### config.mk
export PLATFORM = sky130hd
export DESIGN_NAME = cache_controller_flat
export DESIGN_NICKNAME = d
export VERILOG_FILES = /design/src/rtl/cache_pkg.sv /design/src/rtl/cache_controller_if.sv /design/src/rtl/cache_controller_tag_hit_unit.sv /design/src/rtl/cache_controller.sv /design/src/flat_wrapper.sv
export SDC_FILE = /design/constraint.sdc
export NUM_CORES = 1
export LEC_CHECK = 0
export ABC_AREA = 1
export BUFFER_PORTS_ARGS = -buffer_cell sky130_fd_sc_hd__buf_4
export CAP_MARGIN = 20
export CORE_ASPECT_RATIO = 1.5
export CORE_MARGIN = 10
export CORE_UTILIZATION = 25
export DETAILED_ROUTE_END_ITERATION = 7
export GPL_TIMING_DRIVEN = 0
export PLACE_DENSITY_LB_ADDON = 0.1
export SLEW_MARGIN = 20
export SYNTH_ARGS = -nofsm -noshare
export SYNTH_HDL_FRONTEND = slang
export SYNTH_SLANG_ARGS = --single-unit
### constraint.sdc
create_clock -name clock -period 2.6 [get_ports clock]
set_input_delay 0.13 -clock clock [delete_from_list [all_inputs] [get_ports clock]]
set_output_delay 0.13 -clock clock [all_outputs]
set_load 0.03 [all_outputs]
### src/rtl/cache_pkg.sv
// Shared types and default widths for the direct-mapped cache controller.
package cache_pkg;

    localparam int TAG_W_DEF   = 3;
    localparam int INDEX_W_DEF = 3;
    localparam int DATA_W_DEF  = 32;

    typedef enum logic [1:0] {
        IDLE       = 2'd0,
        MEM_READ   = 2'd1,
        WRITE_BACK = 2'd2
    } state_e;

endpackage

### src/rtl/cache_controller_if.sv
// CPU, cache-array and memory signals of the cache controller in one bundle.
interface cache_controller_if
    import cache_pkg::*;
#(
    parameter int TAG_W   = TAG_W_DEF,
    parameter int INDEX_W = INDEX_W_DEF,
    parameter int DATA_W  = DATA_W_DEF
);

    // CPU side
    logic                     read;
    logic                     write;
    logic [31:0]              address;
    logic                     busywait;
    // cache-array side
    logic                     entry_valid;
    logic [TAG_W-1:0]         entry_tag;
    logic                     dirty;
    logic [DATA_W-1:0]        evict_data;
    logic [INDEX_W-1:0]       lookup_index;
    logic                     hit;
    logic                     fill;
    // memory side
    logic                     mem_Read;
    logic                     mem_Write;
    logic [TAG_W+INDEX_W-1:0] mem_Address;
    logic [DATA_W-1:0]        mem_Writedata;
    logic                     mem_BusyWait;

    modport slave (
        input  read, write, address, entry_valid, entry_tag, dirty, evict_data, mem_BusyWait,
        output busywait, lookup_index, hit, fill, mem_Read, mem_Write, mem_Address, mem_Writedata
    );

    modport master (
        output read, write, address, entry_valid, entry_tag, dirty, evict_data, mem_BusyWait,
        input  busywait, lookup_index, hit, fill, mem_Read, mem_Write, mem_Address, mem_Writedata
    );

endinterface

### src/rtl/cache_controller_tag_hit_unit.sv
// Hit detection: stored tag equals requested tag and the line is valid.
module tag_hit_unit
    import cache_pkg::*;
#(
    parameter int TAG_W = TAG_W_DEF
) (
    input  logic [TAG_W-1:0] entry_tag_i,
    input  logic [TAG_W-1:0] req_tag_i,
    input  logic             entry_valid_i,
    output logic             hit_o
);

    assign hit_o = entry_valid_i && (entry_tag_i == req_tag_i);

endmodule

### src/rtl/cache_controller.sv
// Direct-mapped write-back cache controller: hit detection, dirty write-back
// and block refill through a three-state FSM.
module cache_controller
    import cache_pkg::*;
#(
    parameter int TAG_W   = TAG_W_DEF,
    parameter int INDEX_W = INDEX_W_DEF,
    parameter int DATA_W  = DATA_W_DEF
) (
    input logic               clock,
    input logic               reset,
    cache_controller_if.slave bus
);

    state_e             state_q, state_d;
    logic [INDEX_W-1:0] index;
    logic [TAG_W-1:0]   req_tag;
    logic [DATA_W-1:0]  wb_data;
    logic               hit;
    logic               req;
    logic               unused_addr;

    assign index       = bus.address[INDEX_W+1:2];
    assign req_tag     = bus.address[TAG_W+INDEX_W+1:INDEX_W+2];
    assign unused_addr = ^{bus.address[31:TAG_W+INDEX_W+2], bus.address[1:0]};
    assign wb_data     = bus.evict_data;
    assign req         = bus.read | bus.write;

    tag_hit_unit #(.TAG_W(TAG_W)) u_tag_hit (
        .entry_tag_i   (bus.entry_tag),
        .req_tag_i     (req_tag),
        .entry_valid_i (bus.entry_valid),
        .hit_o         (hit)
    );

    assign bus.hit          = hit;
    assign bus.lookup_index = index;
    assign bus.busywait     = (state_q != IDLE) | (req & ~hit);

    // NOTE: sequential state uses non-blocking assignments so every flop samples pre-edge values.
    always_ff @(posedge clock or posedge reset) begin
        if (reset) state_q <= IDLE;
        else       state_q <= state_d;
    end

    always_comb begin
        // NOTE: every combinational output gets a default first so no path can infer a latch.
        state_d           = state_q;
        bus.mem_Read      = 1'b0;
        bus.mem_Write     = 1'b0;
        bus.mem_Address   = '0;
        bus.mem_Writedata = '0;
        bus.fill          = 1'b0;
        case (state_q)
            IDLE: begin
                if (req && !hit) state_d = bus.dirty ? WRITE_BACK : MEM_READ;
            end
            WRITE_BACK: begin
                bus.mem_Write     = 1'b1;
                bus.mem_Address   = {bus.entry_tag, index};
                bus.mem_Writedata = wb_data;
                if (!bus.mem_BusyWait) state_d = MEM_READ;
            end
            MEM_READ: begin
                bus.mem_Read    = 1'b1;
                bus.mem_Address = {req_tag, index};
                // The array captures the block on the same edge the FSM returns to IDLE.
                if (!bus.mem_BusyWait) begin
                    bus.fill = 1'b1;
                    state_d  = IDLE;
                end
            end
            default: state_d = IDLE;
        endcase
    end

endmodule

### src/flat_wrapper.sv
// flat-port wrapper written by rule: the top's interface ports become plain ports
module cache_controller_flat import cache_pkg::*;
#(
    parameter int TAG_W   = TAG_W_DEF,
    parameter int INDEX_W = INDEX_W_DEF,
    parameter int DATA_W  = DATA_W_DEF
)
  (clock, reset, bus_read, bus_write, bus_address, bus_entry_valid, bus_entry_tag, bus_dirty, bus_evict_data, bus_mem_BusyWait, bus_busywait, bus_lookup_index, bus_hit, bus_fill, bus_mem_Read, bus_mem_Write, bus_mem_Address, bus_mem_Writedata);
  cache_controller_if #(.TAG_W(TAG_W), .INDEX_W(INDEX_W), .DATA_W(DATA_W)) bus_i ();
  input logic clock;
  input logic reset;
  input wire logic [$bits(bus_i.read)-1:0] bus_read;
  input wire logic [$bits(bus_i.write)-1:0] bus_write;
  input wire logic [$bits(bus_i.address)-1:0] bus_address;
  input wire logic [$bits(bus_i.entry_valid)-1:0] bus_entry_valid;
  input wire logic [$bits(bus_i.entry_tag)-1:0] bus_entry_tag;
  input wire logic [$bits(bus_i.dirty)-1:0] bus_dirty;
  input wire logic [$bits(bus_i.evict_data)-1:0] bus_evict_data;
  input wire logic [$bits(bus_i.mem_BusyWait)-1:0] bus_mem_BusyWait;
  output wire logic [$bits(bus_i.busywait)-1:0] bus_busywait;
  output wire logic [$bits(bus_i.lookup_index)-1:0] bus_lookup_index;
  output wire logic [$bits(bus_i.hit)-1:0] bus_hit;
  output wire logic [$bits(bus_i.fill)-1:0] bus_fill;
  output wire logic [$bits(bus_i.mem_Read)-1:0] bus_mem_Read;
  output wire logic [$bits(bus_i.mem_Write)-1:0] bus_mem_Write;
  output wire logic [$bits(bus_i.mem_Address)-1:0] bus_mem_Address;
  output wire logic [$bits(bus_i.mem_Writedata)-1:0] bus_mem_Writedata;
  assign bus_i.read = bus_read;
  assign bus_i.write = bus_write;
  assign bus_i.address = bus_address;
  assign bus_i.entry_valid = bus_entry_valid;
  assign bus_i.entry_tag = bus_entry_tag;
  assign bus_i.dirty = bus_dirty;
  assign bus_i.evict_data = bus_evict_data;
  assign bus_i.mem_BusyWait = bus_mem_BusyWait;
  assign bus_busywait = bus_i.busywait;
  assign bus_lookup_index = bus_i.lookup_index;
  assign bus_hit = bus_i.hit;
  assign bus_fill = bus_i.fill;
  assign bus_mem_Read = bus_i.mem_Read;
  assign bus_mem_Write = bus_i.mem_Write;
  assign bus_mem_Address = bus_i.mem_Address;
  assign bus_mem_Writedata = bus_i.mem_Writedata;
  cache_controller #(.TAG_W(TAG_W), .INDEX_W(INDEX_W), .DATA_W(DATA_W)) u_core (.clock(clock), .reset(reset), .bus(bus_i));
endmodule
### Yosys cells after proc, flatten, opt, wreduce, memory -nomap -nowiden

Cells that the tools add are included.

| word-level totals | value |
|---|---|
| register bits | 2 |
| output and inout bits | 46 |

| cells by class | value |
|---|---|
| equality and inequality tests | 6 |
| mux-type cells | 11 |
| bitwise gates (word level) | 4 |
| reductions and logical operators | 6 |

Operators with widths:

| cell | count |
|---|---|
| $mux W32 | 1 |
| $pmux W6 S2 | 1 |
| $mux W2 | 4 |
| $pmux W2 S3 | 1 |
| $mux W1 | 4 |
| $ne A2 B2 Y1 const B | 2 |
| $eq A3 B3 Y1 | 1 |
| $reduce_and A3 Y1 | 1 |
| $eq A2 B1 Y1 const B | 1 |
| $eq A2 B2 Y1 const B | 1 |
| $logic_and A1 B1 Y1 | 2 |
| $logic_not A2 Y1 | 1 |
| $ne A2 B1 Y1 const B | 1 |
| $or A1 B1 Y1 | 2 |
| $reduce_bool A2 Y1 | 1 |
| $and A1 B1 Y1 | 1 |
| $logic_not A1 Y1 | 1 |
| $not A1 Y1 | 1 |

### Depth between registers and ports, before layout

Gate-level depths: netlist of the first run.

| logic depth | value |
|---|---|
| word-level depth | 6 |
| gate-level depth with buffers | 10 |

### Cells and area by module

From an unflattened synthesis of the first run, not the netlist that was laid out.

| second synthesis, totals | value |
|---|---|
| cells, all modules | 131 |
| area total of the unflattened synthesis | 615.6 µm² |

By module, submodules not included:

| module | instances | cells each | area an instance (µm²) |
|---|---|---|---|
| cache_controller | 1 | 114 | 545.5 |
| tag_hit_unit | 1 | 17 | 70.1 |

### Worst setup path after synthesis of the first run

Ideal clock, no wire load.

| path | value |
|---|---|
| path type | register -> output |
| start point | register u_core.state_q[0] |
| end point | output bus_mem_Address[0] |
| arrival time | 1.670 ns |
| data required time | 2.470 ns |
| setup slack | 0.800 ns |
| cell stages (with the launch flop) | 6 |
| buffers on the path | 1 |
| cells stage by stage | dfrtp_1 -> inv_1 -> ha_1 -> buf_2 -> o21ai_0 -> nor2_1 |

| on the way | value |
|---|---|
| word-level cells in the longest chain between the ends | 2 |
| elaborated cells on any way between the ends | 3 |
| those cells by class | eq/ne: 2; mux: 1 |

RTL lines:

| what | RTL line | text |
|---|---|---|
| start: declaration | cache_controller.sv:15 | `state_e state_q, state_d;` |
| start signal: assignment | cache_controller.sv:43 | `else state_q <= state_d;` |
| $eq A2 B1 Y1 / $eq A2 B2 Y1 (equally long branches) | cache_controller.sv:54 | `case (state_q)` |
| $pmux W6 S2 * | cache_controller.sv:54 |  |
| end: declaration | flat_wrapper.sv:26 | `output wire logic [$bits(bus_i.mem_Address)-1:0] bus_mem_Address;` |

Mark *: on every way between the ends. The rest lies on a longest branch, timed or not.

### Worst setup path in the final report of the first run

| path | value |
|---|---|
| start point | register u_core.state_q[0] |
| end point | output bus_mem_Writedata[3] |

| on the way | value |
|---|---|
| word-level cells in the longest chain between the ends | 2 |

RTL lines:

| what | RTL line | text |
|---|---|---|
| $eq A2 B2 Y1 | cache_controller.sv:54 |  |
| $mux W32 | cache_controller.sv:54 |  |
| end: declaration | flat_wrapper.sv:27 | `output wire logic [$bits(bus_i.mem_Writedata)-1:0] bus_mem_Writedata;` |

No other way between the ends.

==> impl_metrics.tcl, run 1 <==
set metrics [dict create \
    internal_power_uw 496 \
    drtIter0Drc 13 \
    yosys_warnings 0 \
    r2r-start "u_core.state_q[0]" \
    clock_skew_ns 0.000364 \
    switching_power_uw 741 \
    rsz0062_at_grt "false" \
    netlist_top_cells_count "nand2_1, inv_1, nor2_1" \
    cts_htree_levels 1 \
    place.port_buffers 93 \
    hold_viol 0 \
    yosysUniqueCellTypes 15 \
    synth-seq-area-share_pct 8.23 \
    cpPeakStageDelay_ns 0.39 \
    worstSetupEndpointType "output pin" \
    fin_tns_setup_ns 0 \
    ys_ff_latch 2 \
    swShare_pct 59.9 \
    p_clk_share_pct 5.5 \
    reg2reg_slack_ns 1.27 \
    fin_nets 307 \
    drive_above_1_share_pct 46.9 \
    diodes 0 \
    drc 0 \
    synth.largest_area_cell "nand2_1" \
    worstSkewPairLatency_ns 0.22 \
    reg.largest.list "u_core.state_q x2" \
    syn_nets 208 \
    crit_slowest_cell "dfrtp_1" \
    grt_pass1_wl_mm 4.47 \
    hold_class "in -> reg" \
    min_period_ns 1.83 \
    crit_chain "inv_1 > ha_1 > buf_2 > buf_2 > nand2_1 > inv_1 > buf_4" \
    cp.required_ns 2.47 \
    cts_tree "built" \
    synth_top_area_share_pct 32.7 \
    reg2reg_to "u_core.state_q[0]" \
    antenna_found_initial 0 \
    cts_resized 0 \
    grt_use_total_pct 11.3 \
    drtPass1Iterations 4 \
    synthArstFlopShare_pct 100 \
    ys.flop_type "dfrtp_1" \
    leakagePower_nw 1.07 \
    cts_buffer_depth 2 \
    hold-path-endpoint "u_core.state_q[1]" \
    syn_to_final_growth_pct 125 \
    post-dp-hpwl_mm 2.74 \
    outcome "finished clean" \
    p_seq_share_pct 4.8 \
    crit_type "reg -> out" \
    hold_path_depth 4 \
    wl_per_cell_um 12.1 \
    cts.sinks 2 \
    numCtsBuffers 3 \
    final_cells 251 \
    drtAntennaViolNets 0 \
    grt_max_degree 11 \
    reg2reg_depth 6 \
    max_cap_viol_count 0 \
    gp_congestion 0.680 \
    dp.cells 247 \
    arrival_ns 1.70 \
    row_count 21 \
    top_register "u_core.state_q" \
    die_y_um 80.4 \
    max_freq_mhz 546 \
    critPathMaxFanout 10 \
    critPathLaunchType "flop" \
    combPwrFrac_pct 89.7 \
    synth_edf_count 0 \
    peakVddDrop_mv 0.585 \
    slew_headroom_pct 78.8 \
    hold_path_startpoint "bus_mem_BusyWait" \
    synth.avg_cell_area_um2 4.64 \
    grt_pass1_vias 1006 \
    total_power_mw 1.24 \
    dieArea_mm2 0.00485 \
    initial_core_util_pct 26.6 \
    clockRootBuffer "clkbuf_4" \
    setup_viol 0 \
    yosysMostFrequentCell "nand2_1" \
    io_pins 120 \
    yosys-top-cells-area "nand2_1, inv_1, dfrtp_1" \
    tightest_slew_ns 0.315 \
    wirelength_mm 3.03 \
    netlist_instances 131 \
    core-area_mm2 0.00229 \
    clk_pin_slew_ns 0.03 \
    drv_slew 0 \
    largest_reg_flops 2 \
    period_share_pct 70.4 \
    power_density_mw_per_mm2 905 \
    die_w_um 60.3 \
    via_per_inst 4.07 \
    synth_area_um2 608 \
    utilization_pct 59.8 \
    vias 1022 \
    grt-ovfl-total 0 \
]
timing repair:
item	CTS	global route
hold endpoints to repair	2	0
hold buffers	1	0
buffers inserted	0	0
cell type report:
cell class                      count  area [um^2]
Fill cell                         239          918
Timing Repair Buffer               94          708
Multi-Input combinational cell     74          335
Inverter                           48          180
Sequential cell                     2         50.0
Buffer                              7         42.5
Tap cell                           23         28.8
Clock buffer                        3         22.5
metrics by stage:
| stage | hold WS [ns] | area [um^2] | setup WS, ns |
|---|---|---|---|
| final | 0.241 | 1370 | 0.770 |
| after global routing | 0.258 | 1370 | 0.643 |
| after CTS | 0.226 | 1370 | 0.754 |
| after detailed placement | -0.00721 | 1340 | 1.01 |
| after global placement | -0.0130 | 1340 | 1.02 |
| after floorplan | -0.129 | 608 | 0.800 |
logic make-up (layout without fill, tap and decap cells):
group	count (synthesis)	in the layout	synth area share [%]
AND/OR/NAND/NOR	65	65	41.8
adder cells (fa/ha/maj)	3	3	6.17
buffers and inverters	55	152	36.6
AO/OA/AOI/OAI	6	6	7.20
flip-flops	2	2	8.23
critical path, delay by kind of cell, from the launching register on:
| kind | cells | cell delay, ns |
|---|---|---|
| buffers and inverters | 5 | 0.77 |
| flip-flops | 1 | 0.39 |
| adder cells (fa/ha/maj) | 1 | 0.24 |
| AND/OR/NAND/NOR | 1 | 0.07 |
how the worst max path moves through the flow:
| stage | start | end | slack (ns) | cells after the start |
|---|---|---|---|---|
| 2_1_floorplan | u_core.state_q[0] | bus_mem_Address[0] | 0.80 | 5 |
| 3_3_place_gp | u_core.state_q[0] | bus_mem_Address[1] | 1.02 | 6 |
| 3_5_place_dp | u_core.state_q[0] | bus_mem_Writedata[27] | 1.01 | 7 |
| 4_1_cts | u_core.state_q[0] | bus_mem_Writedata[27] | 0.75 | 7 |
| 5_1_grt | u_core.state_q[0] | bus_mem_Writedata[26] | 0.64 | 7 |
| 6_report | u_core.state_q[0] | bus_mem_Writedata[3] | 0.77 | 7 |
cell usage in the layout (no fill, tap or decap):
cell and instances:
inv_1 47, a21oi_1 3, nand2_1 53, dfrtp_1 2
inv_2 1, dlygate4sd3_1 1, o21ai_4 1, o21bai_1 1
clkbuf_4 3, buf_4 96, ha_1 3, or2_0 1
buf_2 4, nor2_1 7, nand2_2 2, nand3_1 2
o21ai_0 1
per-layer routing:
layer  vias to the layer above  global-route usage (%)  routed length, um
li1                        542                       -                  -
met1                       424                    9.55                953
met2                        54                    21.6               1570
met3                         2                    5.51                482
met4                         0                    3.60                 27
met5                         -                       0                  0
power by group through the flow:
| stage | combinational (mW) | sequential, mW | clock (mW) |
|---|---|---|---|
| 6_report | 1.11 | 0.0590 | 0.0684 |
| 5_1_grt | 1.20 | 0.0615 | 0.0736 |
| 4_1_cts | 1.13 | 0.0592 | 0.0745 |
| 3_5_place_dp | 1.12 | 0.0596 | 0 |
| 3_3_place_gp | 1.10 | 0.0591 | 0 |
| 2_1_floorplan | 0.708 | 0.0568 | 0 |
(Power assumes the default switching activity.)
==> inputs of run 2 (changes only) <==
==> constraint.sdc (replaced) <==
create_clock -name clock -period 1.85 [get_ports clock]
set_input_delay 0.0925 -clock clock [delete_from_list [all_inputs] [get_ports clock]]
set_output_delay 0.0925 -clock clock [all_outputs]
set_load 0.03 [all_outputs]
==> impl_metrics.tcl, run 2 (same netlist as run 1, synthesis figures left out) <==
set metrics [dict create \
    cpPeakStageDelay_ns 0.39 \
    hold_viol 0 \
    cp_num_cells 7 \
    wl_met2_mm 1.59 \
    dieArea_mm2 0.00485 \
    outcome "finished clean" \
    cts.sinks 2 \
    initial_core_util_pct 26.6 \
    drtAntennaViolNets 0 \
    critPathLaunchType "flop" \
    period_share_pct 93.7 \
    antenna_found_initial 0 \
    critPathMaxFanout 10 \
    via_per_inst 4.08 \
    vias 1024 \
    fin_nets 307 \
    max_cap_viol_count 0 \
    post-dp-hpwl_mm 2.74 \
    wl_met3_um 482 \
    worstSkewPairLatency_ns 0.22 \
    peakVddDrop_mv 0.730 \
    grt_max_degree 11 \
    final_cells 251 \
    cts_tree "built" \
    drtIter0Drc 13 \
    reg2reg_depth 6 \
    r2r-start "u_core.state_q[0]" \
    timing.final.ws_setup_ns 0.117 \
    crit_slowest_cell "dfrtp_1" \
    stdcell_area_mm2 0.00137 \
    placed_area_mm2 0.00134 \
    tightest_slew_ns 0.313 \
    clock_skew_ns 0.000366 \
    critical_path.startpoint "u_core.state_q[0]" \
    hold_path_startpoint "bus_dirty" \
    drtPass1Iterations 4 \
    clockRootBuffer "clkbuf_4" \
    place.port_buffers 93 \
    crit_type "reg -> out" \
    top_register "u_core.state_q" \
    hold_class "in -> reg" \
    reg2reg_to "u_core.state_q[0]" \
    clk_pin_slew_ns 0.03 \
    cts_htree_levels 1 \
    power_density_mw_per_mm2 1280 \
    leakagePower_nw 1.07 \
    fin_tns_setup_ns 0 \
    gp_congestion 0.680 \
    cp.required_ns 1.76 \
    worstSetupEndpointType "output pin" \
    diodes 0 \
    setup_viol 0 \
    grt-ovfl-total 0 \
    highest_layer "met4" \
    wl_per_cell_um 12.1 \
    grt_pass1_wl_mm 4.47 \
    worstSetupEndpoint "bus_mem_Writedata[3]" \
    reg2reg_slack_ns 0.56 \
    dp.cells 247 \
    grt_pass1_vias 1006 \
    drv_slew 0 \
    rsz0062_at_grt "false" \
    wirelength_mm 3.03 \
    cp_num_buf_inv 5 \
    crit_family "buffers and inverters" \
    mostFrequentLayoutCells "buf_4, nand2_1, inv_1, nor2_1, clkbuf_4" \
    drive_above_1_share_pct 46.9 \
    wl_met1_um 925 \
    min_period_ns 1.73 \
    io_pins 120 \
    syn_to_final_growth_pct 126 \
    cts_buffer_depth 2 \
    largest_reg_flops 2 \
    drc 0 \
    crit_chain "inv_1 > ha_1 > buf_4 > buf_2 > nand2_1 > inv_1 > buf_4" \
    cts_setup_buffers 0 \
    dp_slack_ns 0.294 \
    layout_commonest_cell "buf_4" \
    numCtsBuffers 3 \
    grt_use_total_pct 11.3 \
    core-area_mm2 0.00229 \
    die_y_um 80.4 \
    row_count 21 \
    die_w_um 60.3 \
    slew_headroom_pct 79.1 \
    reg.largest.list "u_core.state_q x2" \
    arrival_ns 1.64 \
    max_freq_mhz 577 \
]
## run 2: power breakdown
group | switching, mW | total, mW | leakage, nW | internal (mW)
sequential | 0.0166 | 0.0831 | 0.0254 | 0.0665
clock | 0.0245 | 0.0961 | 0.0138 | 0.0715
combinational | 1.00 | 1.57 | 1.03 | 0.571
## run 2: worst min path at each step
stage	cells after the start	end	slack, ns
2_1_floorplan	1	u_core.state_q[0]	-0.17
4_1_cts	4	u_core.state_q[0]	0.19
5_1_grt	4	u_core.state_q[0]	0.22
6_report	4	u_core.state_q[0]	0.20
3_5_place_dp	2	u_core.state_q[0]	-0.04
3_3_place_gp	2	u_core.state_q[0]	-0.05
## run 2: per-layer routing
metal | track usage (%) | vias to the layer above
li1 | - | 542
met1 | 9.55 | 426
met2 | 21.6 | 54
met3 | 5.51 | 2
met4 | 3.60 | 0
met5 | 0 | -
## run 2: metrics by stage
stage	utilization [%]	hold WS [ns]	total power [mW]
2_1_floorplan	-	-0.166	1.08
3_3_place_gp	58.4	-0.0505	1.64
3_5_place_dp	58.4	-0.0447	1.66
4_1_cts	59.8	0.188	1.77
5_1_grt	60.0	0.221	1.89
6_report	60.0	0.203	1.75
## run 2: repair_timing
action | CTS | global route
hold buffers | 1 | 0
endpoints found under the hold margin | 2 | 0
gates resized for setup | 0 | 4
setup endpoints to repair | 0 | 33
## run 2: layout make-up
cell class                      instances  area (um^2)
Clock buffer                            3         22.5
Tap cell                               23         28.8
Buffer                                  7         47.5
Multi-Input combinational cell         74          335
Inverter                               48          180
Sequential cell                         2         50.0
Timing Repair Buffer                   94          708
Fill cell                             241          913
## run 2: worst register-to-register path, stage by stage (launching register included)
cell and delay (ns):
dfrtp_1 0.36, inv_1 0.07, ha_1 0.25, buf_4 0.19
o21bai_1 0.16, nand3_1 0.08, nand2_1 0.06
==> inputs of run 3 (changes only) <==
--- a/config.mk
+++ b/config.mk
@@ -8,12 +8,15 @@
 export ABC_AREA = 1
 export BUFFER_PORTS_ARGS = -buffer_cell sky130_fd_sc_hd__buf_4
 export CAP_MARGIN = 20
+export CELL_PAD_IN_SITES_DETAIL_PLACEMENT = 1
+export CELL_PAD_IN_SITES_GLOBAL_PLACEMENT = 1
 export CORE_ASPECT_RATIO = 1.5
 export CORE_MARGIN = 10
-export CORE_UTILIZATION = 25
+export CORE_UTILIZATION = 12
 export DETAILED_ROUTE_END_ITERATION = 7
 export GPL_TIMING_DRIVEN = 0
 export PLACE_DENSITY_LB_ADDON = 0.1
+export SETUP_SLACK_MARGIN = 0.4
 export SLEW_MARGIN = 20
 export SYNTH_ARGS = -nofsm -noshare
 export SYNTH_HDL_FRONTEND = slang
==> impl_metrics.tcl, run 3 (same netlist as run 1, synthesis figures left out) <==
set metrics [dict create \
    tightest_slew_ns 0.170 \
    drtIter0Drc 6 \
    crit_type "reg -> out" \
    switching_power_mw 1.26 \
    drtPass1Iterations 2 \
    dp_slack_ns 0.265 \
    min_period_ns 1.53 \
    dp.cells 290 \
    die_y_um 107 \
    p_seq_share_pct 3.9 \
    r2r-start "u_core.state_q[0]" \
    cts_buffer_depth 2 \
    vias 1094 \
    syn_to_final_growth_pct 185 \
    critical_path.startpoint "u_core.state_q[0]" \
    setup_viol 0 \
    max_cap_viol_count 0 \
    period_share_pct 82.8 \
    grt_max_degree 11 \
    whs_ns 0.186 \
    wl_per_cell_um 12.9 \
    power_density_mw_per_mm2 1390 \
    placed_area_mm2 0.00142 \
    final_cells 302 \
    row_count 31 \
    critPathMaxFanout 6 \
    total_power_mw 2.42 \
    grt_pass1_vias 1211 \
    post-dp-hpwl_mm 3.40 \
    via_per_inst 3.62 \
    grt_pass1_wl_mm 6.05 \
    largest_reg_flops 2 \
    nFillCells 638 \
    clk_pin_slew_ns 0.03 \
    place.port_buffers 93 \
    mostFrequentLayoutCells "buf_4, nand2_1, inv_1, buf_6, nand2_2" \
    die_w_um 78.1 \
    reg.largest.list "u_core.state_q x2" \
    worstSkewPairLatency_ns 0.21 \
    cp.required_ns 1.76 \
    clock_skew_ns 0.00130 \
    drtAntennaViolNets 0 \
    gp_congestion 0.726 \
    slew_headroom_pct 88.6 \
    grt-ovfl-total 0 \
    worstSetupEndpointType "output pin" \
    p_clk_share_pct 7.0 \
    leakagePower_nw 1.16 \
    layout_commonest_cell "buf_4" \
    core-area_mm2 0.00489 \
    initial_core_util_pct 12.4 \
    max_freq_mhz 653 \
    critPathLaunchType "flop" \
    dieArea_mm2 0.00837 \
    cts_tree "built" \
    swShare_pct 52.1 \
    utilization_pct 35.5 \
    fin_nets 315 \
    diodes 0 \
    antenna_found_initial 0 \
    drc 0 \
    outcome "finished clean" \
    rsz0062_at_grt "true" \
    hold_path_startpoint "bus_dirty" \
    peakVddDrop_mv 0.561 \
    drive_above_1_share_pct 55.5 \
    drv_slew 0 \
    clockRootBuffer "clkbuf_8" \
    io_pins 120 \
    cts_htree_levels 1 \
    timing.final.ws_setup_ns 0.319 \
    hold_viol 0 \
    stdcell_area_mm2 0.00174 \
    top_register "u_core.state_q" \
    numCtsBuffers 3 \
    internal_power_mw 1.16 \
    arrival_ns 1.44 \
    combPwrFrac_pct 89.2 \
    wirelength_mm 3.89 \
    cts.sinks 2 \
    hold_class "in -> reg" \
    fin_tns_setup_ns 0 \
    grt_use_total_pct 8.88 \
]
==> run 3: what timing repair did <==
| action | 4_1_cts | 5_1_grt |
|---|---|---|
| buffers inserted | 7 | 1 |
| endpoints found under the setup margin | 38 | 41 |
| hold buffers | 1 | 0 |
| gates resized for setup | 45 | 7 |
| pin swaps | 5 | 5 |
| endpoints found under the hold margin | 2 | 0 |
==> run 3: final timing paths <==
check / endpoint / slack (ns) / cells past startpoint
min in group asynchronous: u_core.state_q[0] / 0.30 / 3
max in group asynchronous: u_core.state_q[1] / 1.44 / 3
worst max-delay path: bus_mem_Address[0] / 0.32 / 7
worst min-delay path: u_core.state_q[0] / 0.19 / 4
worst max register to register: u_core.state_q[0] / 0.44 / 8
worst min register to register: u_core.state_q[1] / 0.57 / 2
==> run 3: layer usage <==
layer | wire [um] | GRT usage (%) | part of all wire, % | up-vias
met5 | 0 | 0 | 0 | -
met4 | 59 | 2.57 | 1.5 | 0
met3 | 381 | 3.60 | 9.8 | 4
met2 | 2120 | 17.0 | 55 | 61
met1 | 1330 | 8.37 | 34 | 471
li1 | - | - | - | 558
==> run 3: worst max-delay path, cell delays in order (launching register included) <==
cell and delay (ns):
dfrtp_1 0.38, inv_2 0.08, ha_4 0.16, buf_8 0.13
buf_6 0.13, o21ai_4 0.17, nor2_2 0.05, buf_6 0.13
==> run 3: layout make-up <==
type	instances	area, um^2	area share [%]
buffer	7	71.3	4.11
clock buffer	3	41.3	2.38
inverter	48	183	10.5
multi-input combinational	74	410	23.6
sequential	2	50.0	2.88
tap	66	82.6	4.76
timing repair buffer	102	897	51.7
==> run 3: power groups by stage <==
stage / logic (mW) / registers, mW / clock network [mW]
2_1_floorplan: 1.06 / 0.0848 / 0
3_3_place_gp: 1.69 / 0.0930 / 0
3_5_place_dp: 1.69 / 0.0935 / 0
4_1_cts: 2.16 / 0.0942 / 0.177
5_1_grt: 2.33 / 0.0950 / 0.184
6_report: 2.16 / 0.0932 / 0.169
